**src/rtl/mux_pkg.sv**
```systemverilog
`default_nettype none
// ============================================================================
// Package  : mux_pkg
// Purpose  : Shared mode encodings, state encodings and the wrap-around
//            "next valid channel" search used by the scanning multiplexer
//            and by future round-robin arbiters.
// Contents : MODE_* encodings, st_t state type, nv_t search result,
//            next_valid() helper.
// Revision : 1.0 - initial release
// ============================================================================
package mux_pkg;

    // Mode input encodings; 2'b11 is reserved and decodes as direct.
    localparam logic [1:0] MODE_DIRECT   = 2'b00;
    localparam logic [1:0] MODE_SCAN_ALL = 2'b01;
    localparam logic [1:0] MODE_SCAN_VLD = 2'b10;

    // Widest channel count the shared search supports.
    localparam int MAX_CH = 64;
    localparam int IDX_W  = 6;

    // Mux state encoding.
    typedef logic [1:0] st_t;
    localparam st_t ST_DIRECT   = 2'd0;
    localparam st_t ST_SCAN_ALL = 2'd1;
    localparam st_t ST_SCAN_VLD = 2'd2;

    typedef struct packed {
        logic             found;
        logic [IDX_W-1:0] idx;
    } nv_t;

    // First set bit of vld at or after start, wrapping at n_ch.
    // Walking the offsets from the far end lets the nearest hit win.
    function automatic nv_t next_valid(input logic [MAX_CH-1:0] vld,
                                       input int                n_ch,
                                       input logic [IDX_W-1:0]  start);
        nv_t res;
        int  j;
        res = '0;
        for (int k = MAX_CH - 1; k >= 0; k--) begin
            if (k < n_ch) begin
                j = int'(start) + k;
                if (j >= n_ch) begin
                    j = j - n_ch;
                end
                if (vld[j[IDX_W-1:0]]) begin
                    res.found = 1'b1;
                    res.idx   = j[IDX_W-1:0];
                end
            end
        end
        return res;
    endfunction

endpackage
`default_nettype wire

```
**src/rtl/rr_next_vld.sv**
```systemverilog
`default_nettype none
// ============================================================================
// Module   : rr_next_vld
// Purpose  : Combinational wrap-around priority search: returns the first
//            asserted vld bit at or after start (start, start+1, ..., wrap).
// Ports    : vld   [N_CH-1:0]  request/valid vector
//            start [SEL_W-1:0] search origin (must be < N_CH)
//            found             any bit of vld set
//            idx   [SEL_W-1:0] index of the winning bit (0 when !found)
// Revision : 1.0 - initial release
// ============================================================================
module rr_next_vld
    import mux_pkg::*;
#(
    parameter int N_CH  = 8,
    parameter int SEL_W = $clog2(N_CH)
) (
    input  logic [N_CH-1:0]  vld,
    input  logic [SEL_W-1:0] start,
    output logic             found,
    output logic [SEL_W-1:0] idx
);

    logic [MAX_CH-1:0] w_vld_ext;
    nv_t               w_res;
    logic              w_unused_idx;

    always_comb begin
        w_vld_ext            = '0;
        w_vld_ext[N_CH-1:0]  = vld;
    end

    assign w_res = next_valid(w_vld_ext, N_CH, IDX_W'(start));

    assign found = w_res.found;
    assign idx   = w_res.idx[SEL_W-1:0];

    // Upper index bits are always zero for narrow channel counts.
    assign w_unused_idx = ^w_res.idx;

endmodule
`default_nettype wire

```
**src/rtl/mux_nx1_scan.sv**
```systemverilog
`default_nettype none
// ============================================================================
// Module   : mux_nx1_scan
// Purpose  : Registered N_CH x W multiplexer with direct select, fixed
//            round-robin scan and valid-aware round-robin scan, a
//            valid/ready output handshake and a sticky select-range error.
// Ports    : clk, rst_n          clock, async active-low reset
//            i      [N_CH*W]     packed channel data, channel k at i[k*W +: W]
//            in_vld [N_CH]       per-channel valid
//            mode   [2]          00 direct, 01 scan-all, 10 scan-valid
//            s      [SEL_W]      direct-mode select
//            dwell  [DWELL_W]    extra transfers per channel when scanning
//            y_rdy               downstream ready
//            y, y_ch, y_vld      registered output data, channel, valid
//            err                 sticky: direct select s >= N_CH seen
// Revision : 1.0 - initial release
// ============================================================================
module mux_nx1_scan
    import mux_pkg::*;
#(
    parameter int N_CH    = 8,
    parameter int W       = 8,
    parameter int DWELL_W = 4,
    parameter int SEL_W   = $clog2(N_CH)
) (
    input  logic                clk,
    input  logic                rst_n,
    input  logic [N_CH*W-1:0]   i,
    input  logic [N_CH-1:0]     in_vld,
    input  logic [1:0]          mode,
    input  logic [SEL_W-1:0]    s,
    input  logic [DWELL_W-1:0]  dwell,
    input  logic                y_rdy,
    output logic [W-1:0]        y,
    output logic [SEL_W-1:0]    y_ch,
    output logic                y_vld,
    output logic                err
);

    localparam logic [SEL_W-1:0] C_LAST = SEL_W'(N_CH - 1);
    localparam logic [SEL_W:0]   C_NCH  = (SEL_W + 1)'(N_CH);

    logic [W-1:0] w_ch [N_CH];

    for (genvar k = 0; k < N_CH; k++) begin : g_unpack
        assign w_ch[k] = i[k*W +: W];
    end

    st_t                r_state;
    logic [SEL_W-1:0]   r_ptr;
    logic [DWELL_W-1:0] r_dcnt;
    logic [W-1:0]       r_y;
    logic [SEL_W-1:0]   r_y_ch;
    logic               r_y_vld;
    logic               r_err;

    logic               w_load;
    logic               w_xfer;
    logic               w_s_oor;
    st_t                w_nxt_st;
    logic [SEL_W-1:0]   w_cand_ptr;
    logic [DWELL_W-1:0] w_cand_dcnt;
    logic               w_found;
    logic [SEL_W-1:0]   w_idx;
    logic [W-1:0]       w_y;
    logic [SEL_W-1:0]   w_y_ch;
    logic               w_y_vld;
    logic [SEL_W-1:0]   w_ptr;
    logic [DWELL_W-1:0] w_dcnt;
    logic               w_err;

    assign w_load  = !r_y_vld || y_rdy;
    assign w_xfer  = r_y_vld && y_rdy;
    assign w_s_oor = {1'b0, s} >= C_NCH;

    // Target state and the scan position the next load starts from.
    // Entering a scan from direct restarts at channel 0; switching between
    // scan modes keeps the pointer but discards any dwell progress,
    // including the advance that the concurrent transfer would have made.
    always_comb begin
        unique case (mode)
            MODE_SCAN_ALL: w_nxt_st = ST_SCAN_ALL;
            MODE_SCAN_VLD: w_nxt_st = ST_SCAN_VLD;
            default:       w_nxt_st = ST_DIRECT;
        endcase

        w_cand_ptr  = r_ptr;
        w_cand_dcnt = r_dcnt;
        if (r_state == ST_DIRECT) begin
            w_cand_ptr  = '0;
            w_cand_dcnt = '0;
        end else if (w_nxt_st != r_state) begin
            w_cand_dcnt = '0;
        end else if (w_xfer) begin
            if (r_dcnt == dwell) begin
                w_cand_dcnt = '0;
                w_cand_ptr  = (r_ptr == C_LAST) ? '0 : r_ptr + 1'b1;
            end else begin
                w_cand_dcnt = r_dcnt + 1'b1;
            end
        end
    end

    rr_next_vld #(
        .N_CH  (N_CH),
        .SEL_W (SEL_W)
    ) u_rr_next_vld (
        .vld   (in_vld),
        .start (w_cand_ptr),
        .found (w_found),
        .idx   (w_idx)
    );

    always_comb begin
        w_y     = '0;
        w_y_ch  = w_cand_ptr;
        w_y_vld = 1'b0;
        w_ptr   = r_ptr;
        w_dcnt  = r_dcnt;
        w_err   = r_err;
        unique case (w_nxt_st)
            ST_SCAN_ALL: begin
                w_y     = w_ch[w_cand_ptr];
                w_y_vld = 1'b1;
                w_ptr   = w_cand_ptr;
                w_dcnt  = w_cand_dcnt;
            end
            ST_SCAN_VLD: begin
                // With nothing valid the (possibly advanced) position is
                // parked and searched again from there on later loads.
                w_ptr  = w_cand_ptr;
                w_dcnt = w_cand_dcnt;
                if (w_found) begin
                    w_y     = w_ch[w_idx];
                    w_y_ch  = w_idx;
                    w_y_vld = 1'b1;
                    w_ptr   = w_idx;
                    // Skipping past the candidate means a fresh channel.
                    if (w_idx != w_cand_ptr) begin
                        w_dcnt = '0;
                    end
                end
            end
            default: begin
                w_y_ch = s;
                if (w_s_oor) begin
                    w_err = 1'b1;
                end else begin
                    w_y     = w_ch[s];
                    w_y_vld = in_vld[s];
                end
            end
        endcase
    end

    always_ff @(posedge clk or negedge rst_n) begin
        if (!rst_n) begin
            r_state <= ST_DIRECT;
            r_ptr   <= '0;
            r_dcnt  <= '0;
            r_y     <= '0;
            r_y_ch  <= '0;
            r_y_vld <= 1'b0;
            r_err   <= 1'b0;
        end else if (w_load) begin
            r_state <= w_nxt_st;
            r_ptr   <= w_ptr;
            r_dcnt  <= w_dcnt;
            r_y     <= w_y;
            r_y_ch  <= w_y_ch;
            r_y_vld <= w_y_vld;
            r_err   <= w_err;
        end
    end

    assign y     = r_y;
    assign y_ch  = r_y_ch;
    assign y_vld = r_y_vld;
    assign err   = r_err;

endmodule
`default_nettype wire

```
**config.mk**
```make
export PLATFORM = sky130hd
export DESIGN_NAME = mux_nx1_scan
export DESIGN_NICKNAME = d
export VERILOG_FILES = /design/src/rtl/mux_pkg.sv /design/src/rtl/rr_next_vld.sv /design/src/rtl/mux_nx1_scan.sv
export SDC_FILE = /design/constraint.sdc
export NUM_CORES = 1
export LEC_CHECK = 0
export ABC_AREA = 1
export CORE_MARGIN = 4
export CORE_UTILIZATION = 53
export DETAILED_ROUTE_END_ITERATION = 16
export GPL_TIMING_DRIVEN = 1
export PLACE_DENSITY_LB_ADDON = 0.25
export SLEW_MARGIN = 15
export SYNTH_ARGS = -nofsm -noshare
export SYNTH_HDL_FRONTEND = slang
export SYNTH_SLANG_ARGS = --single-unit
```
**constraint.sdc**
```tcl
create_clock -name clk -period 6.5 [get_ports clk]
set_input_delay 0.975 -clock clk [delete_from_list [all_inputs] [get_ports clk]]
set_output_delay 0.975 -clock clk [all_outputs]
set_load 0.1 [all_outputs]
```
==> impl_metrics.json <==
{
  "status": "completed",
  "initial_core_util": 0.5550,
  "r2r_end": "y[3]",
  "rr_worst_depth": 26,
  "cp_common_cell": "nand2_1",
  "crit_slowest_cell": "clkdlybuf4s50_1",
  "hold_start": "y_ch[2]",
  "coreArea_mm2": 0.007848,
  "synth_edf_count": 0,
  "dp_hpwl_mm": 11.01,
  "grt-ovfl-total": 0,
  "drtAntennaViolNets": 0,
  "clkPwrFrac": 0.049,
  "syn_nets": 893,
  "rows": 32,
  "final_common_cell": "nand2_1",
  "cts_buffers": 3,
  "finClkSkew_ns": 0.004271,
  "synth-async-reset-ratio": 1.000,
  "num_io_pins": 97,
  "antenna_found_initial": 0,
  "worstPathArrival_ns": 5.68,
  "hold_path.class": "reg -> reg",
  "hold_depth": 2,
  "synth_area_leaders": "nand2_1, dfrtp_1, inv_1, o21ai_0, nand3_1",
  "holdPathEnd": "y_ch[2]",
  "crit_family": "simple AND/OR/NAND/NOR gates",
  "endpoint_kind": "flip-flop",
  "clock_sinks": 21,
  "power_density_mw_per_mm2": 350.4,
  "stdcell_area_mm2": 0.005320,
  "most-common-layout-cells": "nand2_1, inv_1, clkdlybuf4s50_1, o21ai_0, nand3_1",
  "final_nets": 960,
  "slew_headroom": 0.2857,
  "synthCells": 798,
  "route.detailed.drc": 0,
  "placed_cell_area_mm2": 0.005274,
  "first_pass_iters": 6,
  "n_antenna_cell": 0,
  "grt_pass1_vias": 5172,
  "slowest_delay_ns": 0.48,
  "areaGrowthSynthToFinish_pct": 22.15,
  "seq_power_share": 0.101,
  "rsz0062_at_grt": "false",
  "finalSetupTns_ns": 0,
  "p_leak_nw": 2.713,
  "vias_per_cell": 5.859,
  "grt_pass1_wl_mm": 24.29,
  "drv_slew": 0,
  "netSwitchingPower_w": 0.001174,
  "drive_above_1_share": 0.06597,
  "cts_tree": "done",
  "avgSynthCellArea_um2": 5.458,
  "cp-start-kind": "primary input",
  "drt_iter0_drc": 574,
  "irDropWorstVdd_mv": 0.1599,
  "multi_input_area_mm2": 0.003115,
  "die_y_um": 98.65,
  "yosys_register_bits": 21,
  "synth_top_area_share": 0.1999,
  "vias": 5660,
  "yosysTopAreaCell": "nand2_1",
  "fin_crit_ns": 5.477,
  "post_cts_resize_count": 0,
  "timing.fmax_mhz": 182.6,
  "drt_wl_total_mm": 14.99,
  "startpoint": "mode[0]",
  "hold_buffers": 0,
  "syn_area_mm2": 0.004355,
  "path_buf_inv": 5,
  "ys_seq_area_frac": 0.1207,
  "cp_max_fo": 44,
  "fin_crit_sh": 0.8425,
  "die_x_um": 98.65,
  "timing.rr.start": "r_dcnt[1]",
  "yosysWarnings": 0,
  "setup_viol": 0,
  "ff_latch_area_um2": 525.5,
  "power.share.switching": 0.6299,
  "cts_htree_levels": 1,
  "place_congestion": 0.9816,
  "p_int_w": 0.0006900,
  "grtUsageTotal": 0.2958,
  "r2r_slack_ns": 2.02,
  "drv_cap": 0,
  "cts_buffer_depth": 2,
  "synth-main-ff-cell": "dfrtp_1",
  "critical_path_class": "in -> reg",
  "worstPathRequired_ns": 6.70,
  "dieArea_mm2": 0.009732,
  "hold_viol": 0,
  "worst_pin_slew_ns": 1.070,
  "cts-root-buf": "clkbuf_8",
  "clkTransAtPathRegs_ns": 0.09,
  "grt_max_degree": 50,
  "power_frac_comb": 0.850,
  "ys_types": 45,
  "clk_latency_ns": 0.27,
  "port_buffers": 95,
  "routedWlPerCell_um": 15.52,
  "n_fill_cell": 730,
  "cts_setup_buffers": 0
}
[cells in the mapped netlist (3+ instances only)]
cell       instances
o21ai_1           17
inv_2              8
nand3_1           76
a211oi_1          12
buf_4              4
buf_6              5
xor2_1             3
o22ai_1           15
o2111ai_1          4
a22oi_1            3
nand4_1           13
dfrtp_1           21
o21ai_0           81
nand2_1          232
nand3_2            3
nand3_4            4
nand2_4            4
a21oi_1           37
a21oi_2            8
clkbuf_1          22
ha_1              11
nand2_2            8
inv_1            122
nor2_1            46
nor2_4             3
buf_2              8
o211ai_1           5
[layer usage]
layer / vias up / global-route usage / wire length, µm
li1: 2735 / - / -
met3: 47 / 0.04529 / 1615
met4: 0 / 0.07563 / 422
met5: - / 0 / 0
met2: 359 / 0.5127 / 6995
met1: 2519 / 0.3839 / 5960
[registers in the layout (all words and copies together), names as in the netlist]
signal   flops
r_dcnt       4
y            8
y_vld        1
y_ch         3
r_ptr        3
r_state      2
[cell type report]
cell class / count / share of cell area
Clock buffer: 3 / 0.007761
Clock inverter: 1 / 0.0009407
Inverter: 133 / 0.09431
Multi-Input combinational cell: 604 / 0.5856
Sequential cell: 21 / 0.09878
Tap cell: 102 / 0.02399
Timing Repair Buffer: 102 / 0.1886
[how the worst max path moves through the flow]
stage	to	slack, ns	cells past startpoint
after floorplan	y[7]	1.86	33
after global placement	y[6]	1.05	29
after detailed placement	y[3]	0.87	29
after CTS	y[3]	1.15	31
after global routing	y[3]	0.66	30
final	y[3]	1.02	31
[per-stage QoR]
| stage | cells | util | power (W) | setup slack [ns] | hold WS (ns) |
|---|---|---|---|---|---|
| final | 966 | 0.6779 | 0.001864 | 1.023 | 0.4939 |
| after global routing | 966 | 0.6779 | 0.002022 | 0.6613 | 0.5182 |
| after CTS | 966 | 0.6779 | 0.001830 | 1.148 | 0.4960 |
| after detailed placement | 962 | 0.6720 | 0.001739 | 0.8732 | 0.4743 |
| after global placement | 962 | 0.6720 | 0.001702 | 1.055 | 0.4686 |
| after floorplan | 798 | - | 0.001441 | 1.862 | 0.4964 |
[worst min-delay path, cell delays in order, from the launching register on]
cell and delay [ns]:
dfrtp_1 0.36, nand2_1 0.06, nand2_1 0.05
[kinds of logic after synthesis]
logic type                 count (synthesis)  share of synthesized area
xor gates and xnor gates                   5                    0.01178
AOI/OAI and AO/OA                        190                     0.2537
DFF                                       21                     0.1207
and+or+nand+nor                          396                     0.4151
muxes                                      1                   0.002298
adders and majority gates                 11                    0.03160
buffers and inverters                    173                     0.1640
other                                      1                  0.0008610
[power by group through the flow]
stage / clock [W] / sequential [W] / combinational [W]
3_5_place_dp: 0 / 0.000190 / 0.00155
5_1_grt: 0.0000948 / 0.000192 / 0.00174
6_report: 0.0000911 / 0.000189 / 0.00158
3_3_place_gp: 0 / 0.000188 / 0.00151
4_1_cts: 0.0000905 / 0.000187 / 0.00155
2_1_floorplan: 0 / 0.000348 / 0.00109
Power figures use the tool's default switching activity.
